## src/rtl/template_list_tx.sv

```systemverilog
// Serialises one stored word, plus optional RANGE_INFO records, into the word/template-list
// byte stream. Optional TEMPLATE_LIST_TX_STATS_EN adds a saturating accepted-byte counter.
module template_list_tx #(
  parameter int WORD_MAX_LEN   = -1,
  parameter int RANGES_MAX     = -1,
  parameter int RANGE_INFO_MSB = (WORD_MAX_LEN < 2) ? 1 : $clog2(WORD_MAX_LEN),
  // Clamped copies keep widths legal if the mandatory parameters are left unset.
  localparam int Wml = (WORD_MAX_LEN < 2) ? 2 : WORD_MAX_LEN,
  localparam int Rm  = (RANGES_MAX < 1) ? 1 : RANGES_MAX,
  localparam int Aw  = $clog2(Wml),
  localparam int Fw  = RANGE_INFO_MSB + 1,
  localparam int Iw  = (Rm > 1) ? $clog2(Rm) : 1
) (
  input  logic             CLK,
  input  logic             rst,
  input  logic             is_template_list,
  input  logic             last_word,
  input  logic [Rm*Fw-1:0] range_info,
  output logic [Aw-1:0]    rd_addr,
  input  logic [7:0]       din,
  input  logic             empty,
  output logic             set_empty,
  output logic [7:0]       dout,
  output logic             wr_en,
  input  logic             full,
  output logic             pkt_end,
  output logic [15:0]      word_count,
`ifdef TEMPLATE_LIST_TX_STATS_EN
  output logic             err_word_count,
  output logic [31:0]      byte_count
`else
  output logic             err_word_count
`endif
);

  typedef enum logic [2:0] {StIdle, StRead, StLoad, StRange, StDrain} state_e;

  state_e           state_q, state_d;
  logic [Aw-1:0]    rd_addr_q, rd_addr_d;
  logic [7:0]       dout_q, dout_d;
  logic             wr_en_q, wr_en_d;
  logic             pkt_end_q, pkt_end_d;
  logic             set_empty_q, set_empty_d;
  logic [15:0]      word_count_q, word_count_d;
  logic             err_q, err_d;
  logic             tmpl_q, tmpl_d;
  logic             last_q, last_d;
  logic [Rm*Fw-1:0] ri_q, ri_d;
  logic [Iw-1:0]    idx_q, idx_d;

  logic          accept, can_load, word_end;
  logic [Fw-1:0] field;
  logic [7:0]    enc_byte;

  always_comb begin
    state_d      = state_q;
    rd_addr_d    = rd_addr_q;
    dout_d       = dout_q;
    wr_en_d      = wr_en_q;
    pkt_end_d    = pkt_end_q;
    set_empty_d  = 1'b0;
    word_count_d = word_count_q;
    err_d        = err_q;
    tmpl_d       = tmpl_q;
    last_d       = last_q;
    ri_d         = ri_q;
    idx_d        = idx_q;

    accept   = wr_en_q & ~full;
    can_load = ~wr_en_q | ~full;
    word_end = (din == 8'h00) || (rd_addr_q == Aw'(Wml - 1));
    field    = ri_q[int'(idx_q)*Fw +: Fw];

    // Range record byte: field MSB goes to bit 7, low field bits stay at the bottom.
    enc_byte    = '0;
    enc_byte[7] = field[RANGE_INFO_MSB];
    for (int k = 0; k < RANGE_INFO_MSB; k++) enc_byte[k] = field[k];

    if (accept) begin
      wr_en_d   = 1'b0;
      pkt_end_d = 1'b0;
    end

    unique case (state_q)
      StIdle: begin
        // set_empty_q high means storage has not yet seen the release; empty is stale.
        if (!empty && !set_empty_q) begin
          tmpl_d    = is_template_list;
          last_d    = last_word;
          ri_d      = range_info;
          rd_addr_d = '0;
          state_d   = StRead;
        end
      end
      StRead: state_d = StLoad;
      StLoad: begin
        if (can_load) begin
          dout_d  = din;
          wr_en_d = 1'b1;
          if (!word_end) begin
            rd_addr_d = rd_addr_q + 1'b1;
            state_d   = StRead;
          end else if (tmpl_q) begin
            idx_d   = '0;
            state_d = StRange;
          end else begin
            pkt_end_d = last_q;
            state_d   = StDrain;
          end
        end
      end
      StRange: begin
        if (can_load) begin
          dout_d  = enc_byte;
          wr_en_d = 1'b1;
          if (field == '0 || idx_q == Iw'(Rm - 1)) begin
            pkt_end_d = last_q;
            state_d   = StDrain;
          end else begin
            idx_d = idx_q + 1'b1;
          end
        end
      end
      StDrain: begin
        if (accept) begin
          set_empty_d = 1'b1;
          if (last_q) begin
            word_count_d = '0;
          end else begin
            word_count_d = word_count_q + 16'd1;
            if (word_count_q == 16'hFFFF) err_d = 1'b1;
          end
          state_d = StIdle;
        end
      end
      default: state_d = StIdle;
    endcase
  end

  always_ff @(posedge CLK) begin
    if (rst) begin
      state_q      <= StIdle;
      rd_addr_q    <= '0;
      dout_q       <= '0;
      wr_en_q      <= 1'b0;
      pkt_end_q    <= 1'b0;
      set_empty_q  <= 1'b0;
      word_count_q <= '0;
      err_q        <= 1'b0;
      tmpl_q       <= 1'b0;
      last_q       <= 1'b0;
      ri_q         <= '0;
      idx_q        <= '0;
    end else begin
      state_q      <= state_d;
      rd_addr_q    <= rd_addr_d;
      dout_q       <= dout_d;
      wr_en_q      <= wr_en_d;
      pkt_end_q    <= pkt_end_d;
      set_empty_q  <= set_empty_d;
      word_count_q <= word_count_d;
      err_q        <= err_d;
      tmpl_q       <= tmpl_d;
      last_q       <= last_d;
      ri_q         <= ri_d;
      idx_q        <= idx_d;
    end
  end

  assign rd_addr        = rd_addr_q;
  assign dout           = dout_q;
  assign wr_en          = wr_en_q;
  assign pkt_end        = pkt_end_q;
  assign set_empty      = set_empty_q;
  assign word_count     = word_count_q;
  assign err_word_count = err_q;

`ifdef TEMPLATE_LIST_TX_STATS_EN
  logic [31:0] byte_count_q, byte_count_d;

  always_comb begin
    byte_count_d = byte_count_q;
    if (accept && byte_count_q != 32'hFFFF_FFFF) byte_count_d = byte_count_q + 32'd1;
  end

  always_ff @(posedge CLK) begin
    if (rst) byte_count_q <= '0;
    else     byte_count_q <= byte_count_d;
  end

  assign byte_count = byte_count_q;
`endif

endmodule

```

## config.mk

```make
export PLATFORM = sky130hd
export DESIGN_NAME = template_list_tx
export DESIGN_NICKNAME = d
export VERILOG_FILES = /design/src/rtl/template_list_tx.sv
export SDC_FILE = /design/constraint.sdc
export NUM_CORES = 1
export LEC_CHECK = 0
export ABC_AREA = 0
export BUFFER_PORTS_ARGS = -buffer_cell sky130_fd_sc_hd__buf_2
export CAP_MARGIN = 0
export CORE_ASPECT_RATIO = 1.4
export CORE_UTILIZATION = 51
export DETAILED_ROUTE_END_ITERATION = 6
export PLACE_DENSITY = 0.83
export SLEW_MARGIN = 15
export SYNTH_ARGS = -nofsm -noshare
export SYNTH_HDL_FRONTEND = slang
export SYNTH_SLANG_ARGS = --single-unit
```

## constraint.sdc

```tcl
create_clock -name CLK -period 1.7 [get_ports CLK]
set_input_delay 0.34 -clock CLK [delete_from_list [all_inputs] [get_ports CLK]]
set_output_delay 0.34 -clock CLK [all_outputs]
set_load 0.005 [all_outputs]
```

## After elaboration in Yosys (flattened, before gate mapping)

Cells that the tools add are included.

- Equal/unequal tests: 14
- Mux-type cells: 33
- Shift-type cells: 1
- Reductions and logical operators: 19
- Bitwise operators: 7
- $add $sub $neg: 3

Operators by type and width:

| kind | number |
|---|---|
| 2-to-1 mux 3 bit | 7 |
| 2-to-1 mux 1 bit | 18 |
| != test 2 bit (second input constant) | 9 |
| adder 16 x 1 -> 16 bit (second input constant) | 1 |
| == test 16 bit (second input constant) | 1 |
| 2-to-1 mux 16 bit | 1 |
| 2-to-1 mux 8 bit | 2 |
| one-hot mux 8 bit (2 select lines) | 1 |
| one-hot mux 3 bit (5 select lines) | 1 |
| logical NOT 8 bit | 1 |
| AND reduction 4 bit | 2 |
| == test 3 x 2 -> 1 bit (second input constant) | 2 |
| one-hot mux 1 bit (2 select lines) | 3 |
| AND reduction 6 bit | 1 |
| NOT 1 bit | 5 |
| AND reduction 5 bit | 1 |
| AND reduction 2 bit | 2 |
| nonzero test 2 bit | 2 |
| OR reduction 2 bit | 2 |
| == test 3 x 1 -> 1 bit (second input constant) | 1 |
| == test 3 bit (second input constant) | 1 |
| logical NOT 3 bit | 1 |
| AND reduction 3 bit | 1 |
| variable part select 2 x 3 -> 2 bit | 1 |
| other kinds (7) | 10 |

- Word-level logic and storage cells: 89
- Input bits: 16
- Bits in registers: 37
- Output and inout port bits: 29

## Logic depth before layout (Yosys ltp)

Gate-level depths: netlist of run 1.

- Depth in word-level cells: 7
- Gate-level depth with buffers: 6
- Gate-level depth less buffers: 5

## Worst setup path after synthesis of run 1

No wires, ideal clock.

- Kind: reg-to-reg
- Start: register word_count_q[0], in the netlist word_count[0]
- End: register word_count_q[14], in the netlist word_count[14]
- Path buffers: 0
- Slack: 125 ps
- Setup time: 70 ps
- Arrival time: 1506 ps
- Cell stages (with the launch flop): 6
- Required time: 1630 ps
- Clock period less this slack: 1575 ps
- Cell sequence: dfxtp_1 ha_1 and4_1 nand4_4 or4_1 a21oi_1

- Word-level cells in the longest chain between the ends: 2

RTL lines:

| what | line | text |
|---|---|---|
| start: declaration | 44 | `logic [15:0] word_count_q, word_count_d;` |
| start signal: assignment | 161 | `word_count_q <= word_count_d;` |
| adder 16 x 1 -> 16 bit | 130 | `word_count_d = word_count_q + 16'd1;` |
| 2-to-1 mux 16 bit | 127 | `if (last_q) begin` |

Every way passes these cells.
A chain may end at the register's enable or synchronous reset.

## Worst setup path after layout of run 1

- Start: register word_count_q[0], in the netlist word_count[0]
- End: register word_count_q[12], in the netlist word_count[12]

Same word-level chain as after synthesis.

==> results of run 1 <==
==> synth_stat cells, types with 3 or more instances <==
cell type / n
dfxtp_1: 37
a21oi_1: 26
nand2_1: 18
nor2_1: 16
nand3_1: 9
nand3b_1: 7
o31ai_1: 7
or4_1: 7
inv_1: 6
nor3_1: 6
o21ai_0: 6
clkbuf_1: 5
xnor2_1: 5
nor4_1: 4
or3_1: 4
a311oi_1: 3
a31oi_1: 3
and4_1: 3
==> through the flow <==
stage | hold WS [ps] | TNS, ps | instance area (µm²) | worst slack [ps]
4_1_cts | 286 | 0 | 2270 | 41.5
5_1_grt | 276 | -15.7 | 2280 | -15.7
2_1_floorplan | 437 | 0 | 1740 | 125
3_3_place_gp | 437 | 0 | 2150 | 45.7
6_report | 287 | 0 | 2280 | 64.6
3_5_place_dp | 442 | 0 | 2150 | 2.82
==> what timing repair did <==
item / in CTS / in global routing
resized for setup: 0 / 3
endpoints found under the setup margin: 0 / 5
hold buffers: 0 / 0
setup buffers: 0 / 1
==> flip-flops by register name, summed over array words and instances, names as in the netlist, 2 cells and up <==
signal	flops
state_q	3
word_count	16
dout	8
ri_q	2
==> routing by layer <==
metal	routed length, µm	track usage [%]	up-vias
met5	0	0	-
met4	103	10.2	0
met3	211	7.74	13
met2	2450	46.0	64
met1	1780	26.5	859
li1	-	-	882
==> worst max-delay path, delay by kind of cell (launching register included) <==
kind | cells | cell delay, ps
AOI/OAI and AO/OA | 1 | 160
adders and majority gates | 1 | 200
DFF | 1 | 350
and+or+nand+nor | 3 | 850
==> cell families (layout without fill, tap and decap cells) <==
family	Yosys count	after routing
AO/OA/AOI/OAI	53	53
adder cells (fa/ha/maj)	1	1
buffers and inverters	14	81
flip-flops	37	37
AND/OR/NAND/NOR	92	92
XOR/XNOR	6	6
==> placed cells by master, fill, tap and decap left out, types with 3 or more instances in the layout <==
master	instances
o31ai_1	7
or4_1	7
o21ai_0	6
nand3b_1	7
a31oi_1	3
nand3_1	9
clkbuf_8	5
nor4_1	4
nand2_1	18
dfxtp_1	36
buf_4	22
or3_1	4
a311oi_1	3
buf_2	44
a21oi_1	26
xnor2_1	5
nor3_1	6
inv_1	6
nor2_1	16
==> worst paths after layout <==
path / startpoint / to / slack [ps] / depth (start not counted)
max: word_count[0] / word_count[12] / 60 / 5
min: range_info[1] / ri_q[1] / 290 / 3
max reg2reg: word_count[0] / word_count[12] / 60 / 5
min reg2reg: dout[3] / dout[3] / 450 / 2
==> final cells by class <==
cell class                 instances  area, µm²  area share (%)
multi-input combinational        152        948            41.6
sequential                        37        742            32.5
timing repair buffer              67        405            17.8
clock buffer                       5       68.8            3.02
tap                               39       48.8            2.14
clock inverter                     3       46.3            2.03
inverter                           6       22.5           0.987
==> power by group <==
group          leakage [nW]  total (mW)  internal (mW)  switching [mW]
Combinational         0.575       0.354          0.163           0.191
Sequential            0.300       0.958          0.913          0.0449
Clock                0.0543       0.786          0.439           0.347
==> metrics.md, run 1 <==
| Metric | Value |
|---|---|
| Outcome | `finished clean` |
| GR Overflow Total | `0` |
| Clk slew on worst S/H paths | `90 ps` |
| Max VDD drop | `0.000874 V` |
| Period utilization | `96.2%` |
| DR pass1 iterations | `5` |
| Seq/Total Area, Yosys | `42.5%` |
| CP arrival | `1860 ps` |
| Simple-Gate Fraction of Synth Area | `32.0%` |
| Routed WL | `4550 µm` |
| CP max-delay cell | `or4_1` |
| Hold Path Class | `primary input to flop` |
| First-pass GRT wire length | `7010 µm` |
| Largest net degree at the start of global routing | `19` |
| Site Rows | `24` |
| Clk_skew | `9.44 ps` |
| H-tree depth | `2` |
| Main synth FF type | `dfxtp_1` |
| Vias after detailed routing | `1,818` |
| Largest area contributor in the netlist | `dfxtp_1` |
| Clock Path Buffers | `2` |
| Mean post-synth cell area | `8.59 µm²` |
| Dominant cells by area after synthesis | `dfxtp_1 (42%), a21oi_1 (7.5%), nand2_1 (3.9%), nor2_1 (3.4%), nand3b_1 (3.0%)` |
| Synth Area in Compound Gates | `18.4%` |
| Max Cap Violations | `0` |
| I/O pins | `45` |
| Flops & latches, synth | `37` |
| CTS Sinks | `37` |
| Placed cell count | `300` |
| Top cell type's share of synthesized area | `42.5%` |
| Chip height | `71.2 µm` |
| GR Util All Layers | `25.5%` |
| Final ANT Viol Nets | `0` |
| WP data required | `1930 ps` |
| Yosys warning total | `0` |
| Fin. Hold Viols | `0` |
| Fin cells | `309` |
| Final core occ | `71.7%` |
| Final setup violation count | `0` |
| Critical Path Source Type | `flop` |
| CTS tree | `done` |
| Min Tclk post-route | `1640 ps` |
| Synth Instances | `203` |
| CP max FO | `10` |
| Nets | `286` |
| CTS buffer count | `5` |
| CP max stage delay | `440 ps` |
| Netlist Area Pre-Place | `1740 µm²` |
| Drt drc | `0` |
| Number of global-route vias before repair | `1,637` |
| Crit end category | `flop` |
| Number of synthesized flops with an enable pin | `0` |
| Layout area overhead | `30.8%` |
| Power Total | `2.10 mW` |
| Fill cells | `256` |
| Antenna violations before repair | `0` |
| Root buffer cell | `clkbuf_8` |
| IO buf count | `44` |
| Post-DP HPWL | `3250 µm` |
| Pwr Density | `919 nW/µm²` |
| Relative slew slack | `76.9%` |
| Cell variety after synth | `42` |
| Max Freq | `611 MHz` |
| Skew-Pair Late Insertion Delay | `300 ps` |
| Asr flop ratio synth | `0%` |
| Core area | `3180 µm²` |
| Antenna diodes | `0` |
| Max-slew violations | `0` |
| Die Width | `51.4 µm` |
| Largest family of logic cells by synthesized area | `simple AND/OR/NAND/NOR gates` |
| Critical Path, Cell by Cell | `ha_1 -> and4_4 -> nand4_4 -> or4_1 -> a21oi_1` |
| Post-Synth Adder-Cell Area | `0.717%` |
| DR WL/cell | `14.7 µm` |
| Routability Congestion | `0.869` |
| Layout cells sized above 1 | `31.5%` |
| Xor-xnor portion of the synthesized cell area | `3.01%` |
| Vias/cell | `5.88` |
| Post-synthesis mux area share | `0%` |
| Die area | `3660 µm²` |
| Critical path class | `flop to flop` |
| Mapped Nets | `220` |
| Initial Util | `54.8%` |
| Worst slew pin tran | `344 ps` |
| Leakage power | `0.930 nW` |
| First-iteration detailed-routing DRC count | `50` |
(Power assumes the default switching activity.)
==> run 2, diff against run 1 <==
Settings changed: TNS_END_PERCENT set to 10.
Clock period 1.7 ns to 1.8 ns, I/O delays scaled along.
==> run 2 against run 1 <==
  * Core utilization decreased by 3.1 points
  * Clock power decreased by 29%
  * Wire length decreased by 8.4%
  * Count of clock-buffer cells in the layout increased by 1
  * Clock skew decreased by 6.6 ps
  * Global-route usage decreased by 0.74 points
  * Fmax decreased by 1.4%
  * Register-to-register slack improved by 80 ps
  * Combinational power decreased by 11%
  * Cell area decreased by 4.3%
  * Critical endpoint is now state_q[0]
==> metrics.md, run 2 (same netlist as run 1, synthesis figures left out) <==
| Metric | Value |
|---|---|
| Outcome | `finished clean` |
| Max VDD drop | `0.000713 V` |
| Pre-CTS setup slack | `70.6 ps` |
| Layout area overhead | `25.3%` |
| Post-DP HPWL | `3050 µm` |
| CP max-delay cell | `nor3_1` |
| Unrepaired setup endpoints after global routing | `no` |
| Routability Congestion | `0.852` |
| First-pass GRT wire length | `6900 µm` |
| Max reg flops | `16` |
| Nets | `278` |
| Die Width | `51.4 µm` |
| Relative slew slack | `54.2%` |
| CP max stage delay | `630 ps` |
| Layout cells sized above 1 | `27.9%` |
| Vias after detailed routing | `1,739` |
| Crit-path leading delay family | `simple AND/OR/NAND/NOR gates` |
| Number of global-route vias before repair | `1,626` |
| CP max FO | `14` |
| Fin. Hold Viols | `0` |
| Crit end category | `flop` |
| CTS resizes | `0` |
| DR pass1 iterations | `4` |
| Crit path buf inv count | `0` |
| Min Tclk post-route | `1660 ps` |
| DR WL/cell | `13.8 µm` |
| GR Overflow Total | `0` |
| Power Total | `1.78 mW` |
| Leakage power | `0.879 nW` |
| Commonest non-fill, non-tap cell in the layout | `buf_2` |
| GR Util All Layers | `24.8%` |
| Setup TNS | `0 ps` |
| Drt drc | `0` |
| DP Area | `2100 µm²` |
| H-tree depth | `2` |
| Root buffer cell | `clkbuf_8` |
| Max Freq | `603 MHz` |
| Post-CTS Setup Inserts | `0` |
| Hold Path Class | `primary input to flop` |
| Pwr Density | `817 nW/µm²` |
| Antenna violations before repair | `0` |
| Largest net degree at the start of global routing | `16` |
| CP arrival | `1860 ps` |
| Routed WL | `4170 µm` |
| Antenna diodes | `0` |
| Critical path class | `flop to flop` |
| Hold Crit Depth | `3` |
| Period utilization | `92.1%` |
| Worst slew pin tran | `681 ps` |
| Clk_skew | `2.86 ps` |
| Clock Path Buffers | `2` |
| Core area | `3180 µm²` |
| First-iteration detailed-routing DRC count | `74` |
| CTS buffer count | `5` |
| CP Depth | `4` |
| Site Rows | `24` |
| Hold WS | `320 ps` |
| Skew-Pair Late Insertion Delay | `290 ps` |
| Reg2Reg Depth | `4` |
| Critical Path Source Type | `flop` |
| IO buf count | `44` |
| Critical Path, Cell by Cell | `nor3_1 -> a21o_1 -> a22oi_1 -> a311oi_1` |
| Finished Cell Area | `2180 µm²` |
| Final setup violation count | `0` |
| WP data required | `2000 ps` |
| Clk slew on worst S/H paths | `70 ps` |
| CTS tree | `done` |
| I/O pins | `45` |
| Final ANT Viol Nets | `0` |
| CTS Sinks | `37` |
| Chip height | `71.2 µm` |
| Initial Util | `54.8%` |
| Fill cells | `291` |
| Final setup margin | `142 ps` |
| Max-slew violations | `0` |
| Max Cap Violations | `0` |
| Die area | `3660 µm²` |
| Hold-fix buffers, CTS | `0` |
| Vias/cell | `5.78` |
| Most frequent cells in the layout | `buf_2 (44), dfxtp_1 (37), a21oi_1 (26)` |
-- run 2: routing by layer --
layer	vias to the layer above	share of wire (%)	track usage [%]
met4	0	1.6	13.2
met2	44	53	44.7
met5	-	0	0
met1	820	41	25.5
li1	868	-	-
met3	7	4.1	5.59
-- run 2: worst paths after layout --
path,start,endpoint,slack (ps)
worst max-delay path,state_q[1],state_q[0],140
worst min-delay path,range_info[0],ri_q[0],320
worst max register to register,state_q[1],state_q[0],140
worst min register to register,dout[5],dout[5],450
-- run 2: cell type report --
| type | count | area (µm²) | share of cell area (%) |
|---|---|---|---|
| inverter | 6 | 22.5 | 1.03 |
| multi-input combinational | 152 | 945 | 43.2 |
| tap | 39 | 48.8 | 2.23 |
| clock buffer | 6 | 72.6 | 3.32 |
| clock inverter | 2 | 10.0 | 0.458 |
| sequential | 37 | 741 | 33.9 |
| timing repair buffer | 59 | 345 | 15.8 |
-- run 2: metrics by stage --
step                cells  utilization, %
floorplan             203               -
CTS                   301            68.6
global route          301            68.6
finish                301            68.6
global placement      293            66.0
detailed placement    293            66.0
-- run 2: report_power, final --
part	total (mW)	internal, mW	switching [mW]
clock network	0.560	0.268	0.291
registers	0.910	0.862	0.0482
logic	0.314	0.147	0.167
total	1.78	1.28	0.506
-- run 2: worst min-delay path, cell delays in order --
cell and delay, ps:
buf_2 100, nand3_1 50, a21oi_1 50
==> run 3, diff against run 2 <==
Settings changed: RECOVER_POWER set to 50.
==> run 3 against run 2 <==
  * Flip-flop and latch count is the same
  * Highest routed layer unchanged
  * Largest power group unchanged
  * Sequential share of layout area grew 0.45 points
  * Cell area shrank 1.3%
==> metrics.md, run 3 (same netlist as run 1, synthesis figures left out) <==
| Metric | Value |
|---|---|
| Outcome | `finished clean` |
| Die Width | `51.4 µm` |
| Vias after detailed routing | `1,736` |
| Worst slew pin tran | `678 ps` |
| Post-DP HPWL | `3050 µm` |
| Hold Path Class | `primary input to flop` |
| Routability Congestion | `0.852` |
| Most frequent cells in the layout | `dfxtp_1 (37), buf_2 (36), a21oi_1 (26)` |
| Max VDD drop | `0.000710 V` |
| Initial Util | `54.8%` |
| Antenna violations before repair | `0` |
| Fin. Hold Viols | `0` |
| Vias/cell | `5.77` |
| DR WL/cell | `13.9 µm` |
| Final core occ | `67.7%` |
| Critical Path Source Type | `flop` |
| Hold WS | `320 ps` |
| Unrepaired setup endpoints after global routing | `no` |
| Leakage power | `0.824 nW` |
| CTS tree | `done` |
| Relative slew slack | `54.4%` |
| Post-CTS Setup Inserts | `0` |
| Min Tclk post-route | `1660 ps` |
| Max-slew violations | `0` |
| Max reg flops | `16` |
| Setup TNS | `0 ps` |
| CTS buffer count | `5` |
| Worst r2r dst | `state_q[0]` |
| Crit end category | `flop` |
| Reg-to-Reg Start | `state_q[1]` |
| First-pass GRT wire length | `6900 µm` |
| First-iteration detailed-routing DRC count | `83` |
| Final ANT Viol Nets | `0` |
| Clk slew on worst S/H paths | `70 ps` |
| I/O pins | `45` |
| Layout cells sized above 1 | `22.9%` |
| Critical path class | `flop to flop` |
| Flop2flop setup slack | `140 ps` |
| Drt drc | `0` |
| Clock Path Buffers | `2` |
| WP data required | `2000 ps` |
| Worst Setup SP | `state_q[1]` |
| Final setup violation count | `0` |
| CP max FO | `14` |
| CTS resizes | `0` |
| Layout area overhead | `23.6%` |
| DR pass1 iterations | `4` |
| Site Rows | `24` |
| Max Freq | `604 MHz` |
| Max Cap Violations | `0` |
| Power Total | `1.78 mW` |
| GR Overflow Total | `0` |
| Hold-fix buffers, CTS | `0` |
| GR Util All Layers | `24.8%` |
| Routed WL | `4170 µm` |
| IO buf count | `44` |
| Crit path to | `state_q[0]` |
| Commonest non-fill, non-tap cell in the layout | `dfxtp_1` |
| Root buffer cell | `clkbuf_8` |
| Fill cells | `296` |
| Reg2Reg Depth | `4` |
| Chip height | `71.2 µm` |
| Largest net degree at the start of global routing | `16` |
| Nets | `278` |
| Clk_skew | `3.36 ps` |
| Period utilization | `92.0%` |
| Antenna diodes | `0` |
| Die area | `3660 µm²` |
| Skew-Pair Late Insertion Delay | `290 ps` |
| Pwr Density | `825 nW/µm²` |
| CTS Sinks | `37` |
| H-tree depth | `2` |
| Number of global-route vias before repair | `1,626` |
| Core area | `3180 µm²` |
| CP arrival | `1860 ps` |
==> run 3: worst min-delay path by stage <==
stage                  start       to  cells past startpoint
2_1_floorplan        ri_q[1]  ri_q[1]                      2
3_3_place_gp         dout[3]  dout[3]                      2
3_5_place_dp         dout[2]  dout[2]                      2
4_1_cts        range_info[0]  ri_q[0]                      3
5_1_grt            last_word   last_q                      3
6_report       range_info[0]  ri_q[0]                      3
==> run 3: per-layer routing <==
| layer | global-route usage [%] | part of all wire, % |
|---|---|---|
| met1 | 25.5 | 41 |
| met3 | 5.59 | 4.4 |
| met2 | 44.7 | 53 |
| met5 | 0 | 0 |
| met4 | 13.2 | 1.6 |
==> run 3: metrics by stage <==
stage                     cell area, µm²  setup slack [ps]  cells
after floorplan                     1740               225    203
final                               2160               145    301
after global routing                2160              7.41    301
after CTS                           2180               149    301
after global placement              2100               104    293
after detailed placement            2100              70.6    293
==> run 3: worst max-delay path, stage by stage (launching register included) <==
cell      delay [ps]
dfxtp_1          450
nor3_1           630
a21o_1           170
a22oi_1           90
a311oi_1         230
==> run 3: power by group <==
part / switching, mW / total [mW] / internal (mW)
Sequential: 0.0479 / 0.910 / 0.862
Clock: 0.291 / 0.559 / 0.268
Combinational: 0.167 / 0.309 / 0.143
Total: 0.506 / 1.78 / 1.27
==> run 3: layout make-up <==
cell class	instances	area [µm²]	area share, %
Multi-Input combinational cell	152	945	43.8
Timing Repair Buffer	59	317	14.7
Sequential cell	37	741	34.4
Clock inverter	2	10.0	0.464
Inverter	6	22.5	1.04
Clock buffer	6	72.6	3.37
Tap cell	39	48.8	2.26
